===== src/rtl/fpu_result_uart_tx.sv =====
// fpu_result_uart_tx: buffers FPU results in a small FIFO and streams each
// word out over a UART 8N1 line, least significant byte first.
// Optional build macro FPU_TX_FLAGS_EN adds a fifth byte {3'b000, flags}.
module fpu_result_uart_tx #(
  parameter int FIFO_DEPTH = 4
) (
  input  logic                          clk,
  input  logic                          rst,
  input  logic [15:0]                   clks_per_bit,
  input  logic                          result_valid,
  input  logic [31:0]                   result_data,
  input  logic [4:0]                    result_flags,
  output logic                          o_Tx_Serial,
  output logic                          tx_busy,
  output logic                          fifo_full,
  output logic                          overflow,
  output logic [$clog2(FIFO_DEPTH):0]   fifo_count
);

  localparam int AW = $clog2(FIFO_DEPTH);
  localparam int CW = AW + 1;
`ifdef FPU_TX_FLAGS_EN
  localparam int WW     = 37;
  localparam int NBYTES = 5;
  logic [WW-1:0] in_word;
  assign in_word = {result_flags, result_data};
`else
  localparam int WW     = 32;
  localparam int NBYTES = 4;
  logic [WW-1:0] in_word;
  logic          unused_flags;
  assign in_word      = result_data;
  assign unused_flags = ^result_flags;
`endif

  typedef enum logic [1:0] {IDLE, START, DATA, STOP} state_t;

  state_t        state_q, state_d;
  logic [WW-1:0] mem [FIFO_DEPTH];
  logic [AW-1:0] wr_ptr_q, rd_ptr_q;
  logic [CW-1:0] count_q;
  logic          overflow_q;
  logic [WW-1:0] word_q, word_d;
  logic [15:0]   cnt_q, cnt_d, n_q, n_d, eff_n;
  logic [2:0]    bit_q, bit_d, byte_q, byte_d;
  logic          line_q, line_d;
  logic          pop, push, full;

  assign full  = (count_q == CW'(FIFO_DEPTH));
  // A full FIFO can still take a word in the cycle the head is popped.
  assign push  = result_valid && (!full || pop);
  // A zero period would never terminate a bit, so it runs as one cycle.
  assign eff_n = (clks_per_bit == 16'd0) ? 16'd1 : clks_per_bit;

  // FIFO storage write.
  // NOTE: the storage array has no reset; emptiness is tracked by the pointers
  // and count, so clearing the data would only cost flops and fanout.
  always_ff @(posedge clk) begin
    if (!rst && push) mem[wr_ptr_q] <= in_word;
  end

  // FIFO pointers, occupancy and the sticky drop flag.
  always_ff @(posedge clk) begin
    if (rst) begin
      wr_ptr_q   <= '0;
      rd_ptr_q   <= '0;
      count_q    <= '0;
      overflow_q <= 1'b0;
    end else begin
      if (push) wr_ptr_q <= wr_ptr_q + AW'(1);
      if (pop)  rd_ptr_q <= rd_ptr_q + AW'(1);
      count_q <= count_q + CW'(push) - CW'(pop);
      if (result_valid && full && !pop) overflow_q <= 1'b1;
    end
  end

  // Transmitter state and datapath registers.
  always_ff @(posedge clk) begin
    if (rst) begin
      state_q <= IDLE;
      word_q  <= '0;
      cnt_q   <= '0;
      n_q     <= '0;
      bit_q   <= '0;
      byte_q  <= '0;
      line_q  <= 1'b1;
    end else begin
      state_q <= state_d;
      word_q  <= word_d;
      cnt_q   <= cnt_d;
      n_q     <= n_d;
      bit_q   <= bit_d;
      byte_q  <= byte_d;
      line_q  <= line_d;
    end
  end

  // Next-state logic; line_d is the line level for the state being entered,
  // so the registered output lines up with the state register.
  always_comb begin
    // NOTE: every signal gets a default before the case so no path leaves it
    // unassigned, which would otherwise infer a latch.
    state_d = state_q;
    word_d  = word_q;
    cnt_d   = cnt_q;
    n_d     = n_q;
    bit_d   = bit_q;
    byte_d  = byte_q;
    line_d  = line_q;
    pop     = 1'b0;
    unique case (state_q)
      IDLE: begin
        line_d = 1'b1;
        if (count_q != '0) begin
          pop     = 1'b1;
          word_d  = mem[rd_ptr_q];
          byte_d  = '0;
          bit_d   = '0;
          n_d     = eff_n;
          cnt_d   = eff_n - 16'd1;
          line_d  = 1'b0;
          state_d = START;
        end
      end
      START: begin
        if (cnt_q == '0) begin
          bit_d   = '0;
          cnt_d   = n_q - 16'd1;
          line_d  = word_q[0];
          state_d = DATA;
        end else begin
          cnt_d = cnt_q - 16'd1;
        end
      end
      DATA: begin
        if (cnt_q == '0) begin
          // Shifting one bit per data bit leaves the next byte in [7:0].
          word_d = word_q >> 1;
          cnt_d  = n_q - 16'd1;
          if (bit_q == 3'd7) begin
            line_d  = 1'b1;
            state_d = STOP;
          end else begin
            bit_d  = bit_q + 3'd1;
            line_d = word_q[1];
          end
        end else begin
          cnt_d = cnt_q - 16'd1;
        end
      end
      STOP: begin
        if (cnt_q == '0) begin
          if (byte_q == 3'(NBYTES - 1)) begin
            line_d  = 1'b1;
            state_d = IDLE;
          end else begin
            byte_d  = byte_q + 3'd1;
            n_d     = eff_n;
            cnt_d   = eff_n - 16'd1;
            line_d  = 1'b0;
            state_d = START;
          end
        end else begin
          cnt_d = cnt_q - 16'd1;
        end
      end
      default: state_d = IDLE;
    endcase
  end

  assign o_Tx_Serial = line_q;
  assign tx_busy     = (state_q != IDLE);
  assign fifo_full   = full;
  assign overflow    = overflow_q;
  assign fifo_count  = count_q;

endmodule


===== config.mk =====
export PLATFORM = sky130hd
export DESIGN_NAME = fpu_result_uart_tx
export DESIGN_NICKNAME = d
export VERILOG_FILES = /design/src/rtl/fpu_result_uart_tx.sv
export SDC_FILE = /design/constraint.sdc
export NUM_CORES = 1
export LEC_CHECK = 0
export ABC_AREA = 1
export ABC_CLOCK_PERIOD_IN_PS = 5800
export CAP_MARGIN = 20
export CORE_MARGIN = 1
export CORE_UTILIZATION = 35
export DETAILED_ROUTE_END_ITERATION = 6
export HOLD_SLACK_MARGIN = 0.06
export SKIP_LAST_GASP = 1
export SLEW_MARGIN = 25
export SYNTH_ARGS = -nofsm -noshare
export SYNTH_HDL_FRONTEND = slang
export SYNTH_SLANG_ARGS = --single-unit

===== constraint.sdc =====
create_clock -name clk -period 5.8 [get_ports clk]
set_clock_uncertainty 0.1 [all_clocks]
set_input_delay 1.16 -clock clk [delete_from_list [all_inputs] [get_ports clk]]
set_output_delay 1.16 -clock clk [all_outputs]
set_load 0.01 [all_outputs]

# Word-level counts from Yosys, hierarchy flattened
# Memories as Yosys holds them, arrays and structs flattened. A register that Yosys moved wholly into a read port is not among the register bits.
# Index checks and enable logic that the tools add are counted.
[totals] latch_bits=0 regBits=81 memories=1 wordCells=99 out_inout_bits=7 romBits=0 ramBits=128
[op_classes] reduce_logical=23 muxes=41 mul=0 n_div=0 n_addsub=9 n_lt_le_gt_ge=0 eq_ne=14 shift=0 n_bitwise=0
[mem_list] memory="mem" depth=4 word_bits=32 rd=1 rd_ports_with_merged_regs=1 wr=1 line="39" rtl="logic [WW-1:0] mem [FIFO_DEPTH];"
[ops] op="two-way mux 16 bit" n=8
[ops] op="two-way mux 32 bit" n=2
[ops] op="case mux 32 bit (2 select lines)" n=1
[ops] op="case mux 16 bit (3 select lines)" n=1
[ops] op="subtractor 16 x 1 -> 16 bit (second input constant)" n=3
[ops] op="logical NOT 16 bit" n=2
[ops] op="case mux 16 bit (2 select lines)" n=1
[ops] op="two-way mux 3 bit" n=6
[ops] op="two-way mux 2 bit" n=7
[ops] op="!= test 2 bit (second input constant)" n=7
[ops] op="two-way mux 1 bit" n=11
[ops] op="AND reduction 5 bit" n=2
[ops] op="case mux 3 bit (3 select lines)" n=1
[ops] op="case mux 2 bit (4 select lines)" n=1
[ops] op="adder 3 x 1 -> 3 bit (second input constant)" n=2
[ops] op="equality test 3 bit (second input constant)" n=2
[ops] op="case mux 3 bit (2 select lines)" n=1
[ops] op="AND reduction 3 bit" n=2
[ops] op="nonzero test 2 bit" n=3
[ops] op="nonzero test 3 bit" n=2
[ops] op="adder 2 x 1 -> 2 bit (second input constant)" n=2
[ops] op="equality test 2 bit (second input constant)" n=2
[ops] op="logical AND 1 bit" n=4
[ops] op="case mux 1 bit (4 select lines)" n=1
[ops] op="11 further kinds" n=13

# Longest topological paths before layout
[depth] ltp_word=8 mapped_depth=15 ltp_nobuf=15

# Worst setup path after synthesis
# No wires, ideal clock.
[synth_path] path_type="input port to flip-flop" start="input rst" end="memory mem[0][0] (enable)" path_slack_ps=2457 t_arrival_ps=2822 cell_stages=3 cell_sequence="inv_1 -> nand3_1 -> nor2_1"
[synth_via] elab_chain_len=4
[synth_rtl] item="start: declaration" line="8" rtl="input logic rst,"
[synth_rtl] item="logical NOT 1 bit" line="59" rtl="if (!rst && push) mem[wr_ptr_q] <= in_word;"
[synth_rtl] item="logical AND 1 bit" line="59"
[synth_rtl] item="two-way mux 1 bit" line="59"
[synth_rtl] item="two-way mux 1 bit (not written as such)" line="59"
[synth_rtl] item="end: declaration" line="39"
# Every way passes these cells.

# Worst setup path after layout
[layout_path] start="register state_q[0]" end="output tx_busy"
[layout_via] elab_chain_len=1
[layout_rtl] item="start: declaration" line="38" rtl="state_t state_q, state_d;"
[layout_rtl] item="start signal: assignment" line="88" rtl="state_q <= state_d;"
[layout_rtl] item="nonzero test 2 bit" line="172" rtl="assign tx_busy = (state_q != IDLE);"
[layout_rtl] item="end: declaration" line="14" rtl="output logic tx_busy,"
# Every way passes these cells.

==> impl_metrics.py <==
metrics = {
    "floorplan": {
        "die_x_um": 170,
        "core-area_mm2": 0.0273,
        "fp-row-count": 60,
        "die_h_um": 170,
        "ioPinCount": 63,
        "die-area_mm2": 0.0288,
        "start_util_pct": 36.1,
    },
    "clock_network": {
        "cts_num_sinks": 211,
        "cts_root_buf": "clkbuf_16",
        "cts_hold_buf": 0,
        "cts_resized": 0,
        "post-cts-setup-buffers": 0,
        "cts_max_level": 1,
        "cts_tree": "yes",
        "cts_max_path_buffers": 3,
        "clkTransAtPathRegs_ns": 0.06,
        "insertion_delay_ns": 0.54,
        "cts_buffers": 24,
    },
    "worst_setup_path": {
        "crit_fanout": 15,
        "crit_path_start_kind": "flip-flop",
        "crit_type": "reg2out",
        "end_kind": "output port",
        "cp_data_arrival_time_ns": 2.59,
        "required_ns": 4.54,
    },
    "grt": {
        "grt_max_degree": 66,
        "grt_pass1_vias": 7430,
        "grt_first_pass_wirelength_um": 37800,
        "gr-usage-all-layers_pct": 16.3,
        "grt-ovfl-total": 0,
        "antenna_found_initial": 1,
    },
    "logic_synthesis": {
        "synth_top_area_share_pct": 39.1,
        "synth.distinct_cells": 38,
        "synthTopCellsByCount": "nand2_1, nor2_1, edfxtp_1, o21ai_0, dfxtp_1",
        "synth_most_common_cell": "nand2_1",
        "yosysTopAreaCell": "edfxtp_1",
        "yosysSeqAreaShare_pct": 56.0,
        "synth-main-ff-cell": "edfxtp_1",
        "synth_seq_cells": 211,
        "synth-edff-count": 128,
        "syn_area_mm2": 0.00983,
        "yosys_warnings": 0,
        "async_reset_ff_share_pct": 0,
        "syn_nets": 1164,
        "avgSynthCellArea_um2": 9.03,
        "yosys-top-cells-area": "edfxtp_1, dfxtp_1, nand2_1",
        "postSynthCellCount": 1089,
    },
    "timing": {
        "rsz0062_at_grt": "false",
        "slew_headroom_pct": 40.9,
        "period_needed_ns": 3.85,
        "hold_viol": 0,
        "holdWs_ns": 0.352,
        "drv_slew": 0,
        "fin_crit_sh_pct": 66.4,
        "worst_slew_pin_slew_ns": 0.885,
        "fin_tns_setup_ns": 0,
        "timing.fmax_mhz": 260,
        "setup_viol": 0,
    },
    "cells_and_area": {
        "regArea_mm2": 0.00551,
        "layout-drive-gt1-share_pct": 7.65,
        "final_cells": 1523,
        "multiInputGateArea_mm2": 0.00382,
        "fillers": 2703,
        "final_core_util_pct": 42.4,
        "layout-area-overhead-vs-synth_pct": 17.5,
        "fin_nets": 1207,
    },
    "drt": {
        "avgViaCountPerCell": 5.09,
        "wl_per_cell_um": 15.0,
        "antenna_left": 0,
        "num_vias": 7753,
        "first_pass_iters": 7,
        "drt_iter0_drc": 542,
        "drt-total-wl_um": 22800,
        "drc": 0,
    },
    "power": {
        "powerDensity_mw_per_mm2": 509,
        "total_power_mw": 5.89,
        "p_leak_nw": 4.29,
        "ir_drop_v": 0.000282,
    },
    "status": {
        "status": "complete, no violations",
    },
    "placed_design": {
        "gp_congestion": 0.911,
        "hpwl_um": 14700,
        "place_inst": 1478,
        "portBuffers": 57,
    },
    "min_path": {
        "hold_class": "reg2reg",
    },
    "flow_run": {
        "max_cap_viol_count": 0,
    },
}
[through the flow]
step           cell area, um2  setup WS (ns)
3_3_place_gp            10800           2.00
5_1_grt                 11500           1.75
4_1_cts                 11500           1.91
6_report                11600           1.95
3_5_place_dp            10800           2.00
2_1_floorplan            9830           2.46
[routing by layer]
metal  vias to the layer above  wire (um)  global-route usage, %  share of wire, %
met5                         -          0                      0                 0
li1                       3860          -                      -                 -
met2                       166      10700                   28.0                47
met4                         0        548                   4.47               2.4
met3                        34       1150                   2.78               5.0
met1                      3693      10400                   21.1                46
[worst paths after layout]
check | from | endpoint | slack, ns | depth (start not counted)
max reg2reg | state_q[0] | mem[3][30] | 2.31 | 7
min reg2reg | overflow | overflow | 0.35 | 2
max | state_q[0] | tx_busy | 1.95 | 4
min | overflow | overflow | 0.35 | 2
[cells by family after synthesis]
group | count (synthesis) | share of synthesized area (%)
simple gates | 453 | 19.4
compound gates | 258 | 15.3
flops | 211 | 56.0
buf+inv | 132 | 5.42
xor+xnor | 16 | 1.43
fa+ha+maj | 19 | 2.49
[state kept, by name (all words and copies together), names as in the netlist, named ones only]
| name | flops |
|---|---|
| overflow | 1 |
| o_Tx_Serial | 1 |
| mem | 128 |
| fifo_count | 3 |
| cnt_q | 16 |
| byte_q | 3 |
| word_q | 32 |
| state_q | 2 |
| rd_ptr_q | 2 |
| bit_q | 3 |
| n_q | 16 |
| wr_ptr_q | 2 |
[worst max-delay path, cell delays in order, from the launching register on]
cell	delay [ns]
dfxtp_1	0.33
inv_1	0.10
ha_1	0.58
inv_1	0.44
clkdlybuf4s50_1	0.59
[layout make-up]
cell class | instances | area share, %
Sequential cell | 211 | 47.7
Multi-Input combinational cell | 746 | 33.1
Clock buffer | 34 | 6.24
Timing Repair Buffer | 68 | 5.65
Tap cell | 372 | 4.03
Inverter | 81 | 2.63
Clock inverter | 10 | 0.639
Antenna cell | 1 | 0.0217
[where the power goes]
part	internal [mW]	switching (mW)
Clock	0.869	0.613
Combinational	0.773	1.54
Sequential	1.87	0.224
[cells in the final DEF, fill, tap and decap left out, types with 2 or more instances in the layout]
master,n
o22ai_1,3
clkbuf_8,4
nor2_4,11
inv_2,8
clkdlybuf4s50_1,57
xnor2_1,3
inv_1,72
nand3_2,2
nor2_1,178
o21bai_1,2
buf_4,11
clkbuf_16,26
nor2_2,7
nand4_1,6
nor3_1,2
xor2_1,13
clkinv_1,4
ha_1,18
nand3_1,45
clkinv_2,5
o21ai_1,25
dfxtp_1,81
a31oi_1,38
or2_2,4
edfxtp_1,128
o21ai_0,97
o211ai_1,5
o211a_1,2
nand3b_1,2
nand2_1,190
nand2_2,3
a21oi_1,53
clkbuf_1,4
o32ai_1,32
Note: power is estimated with default switching activity, not from simulation.
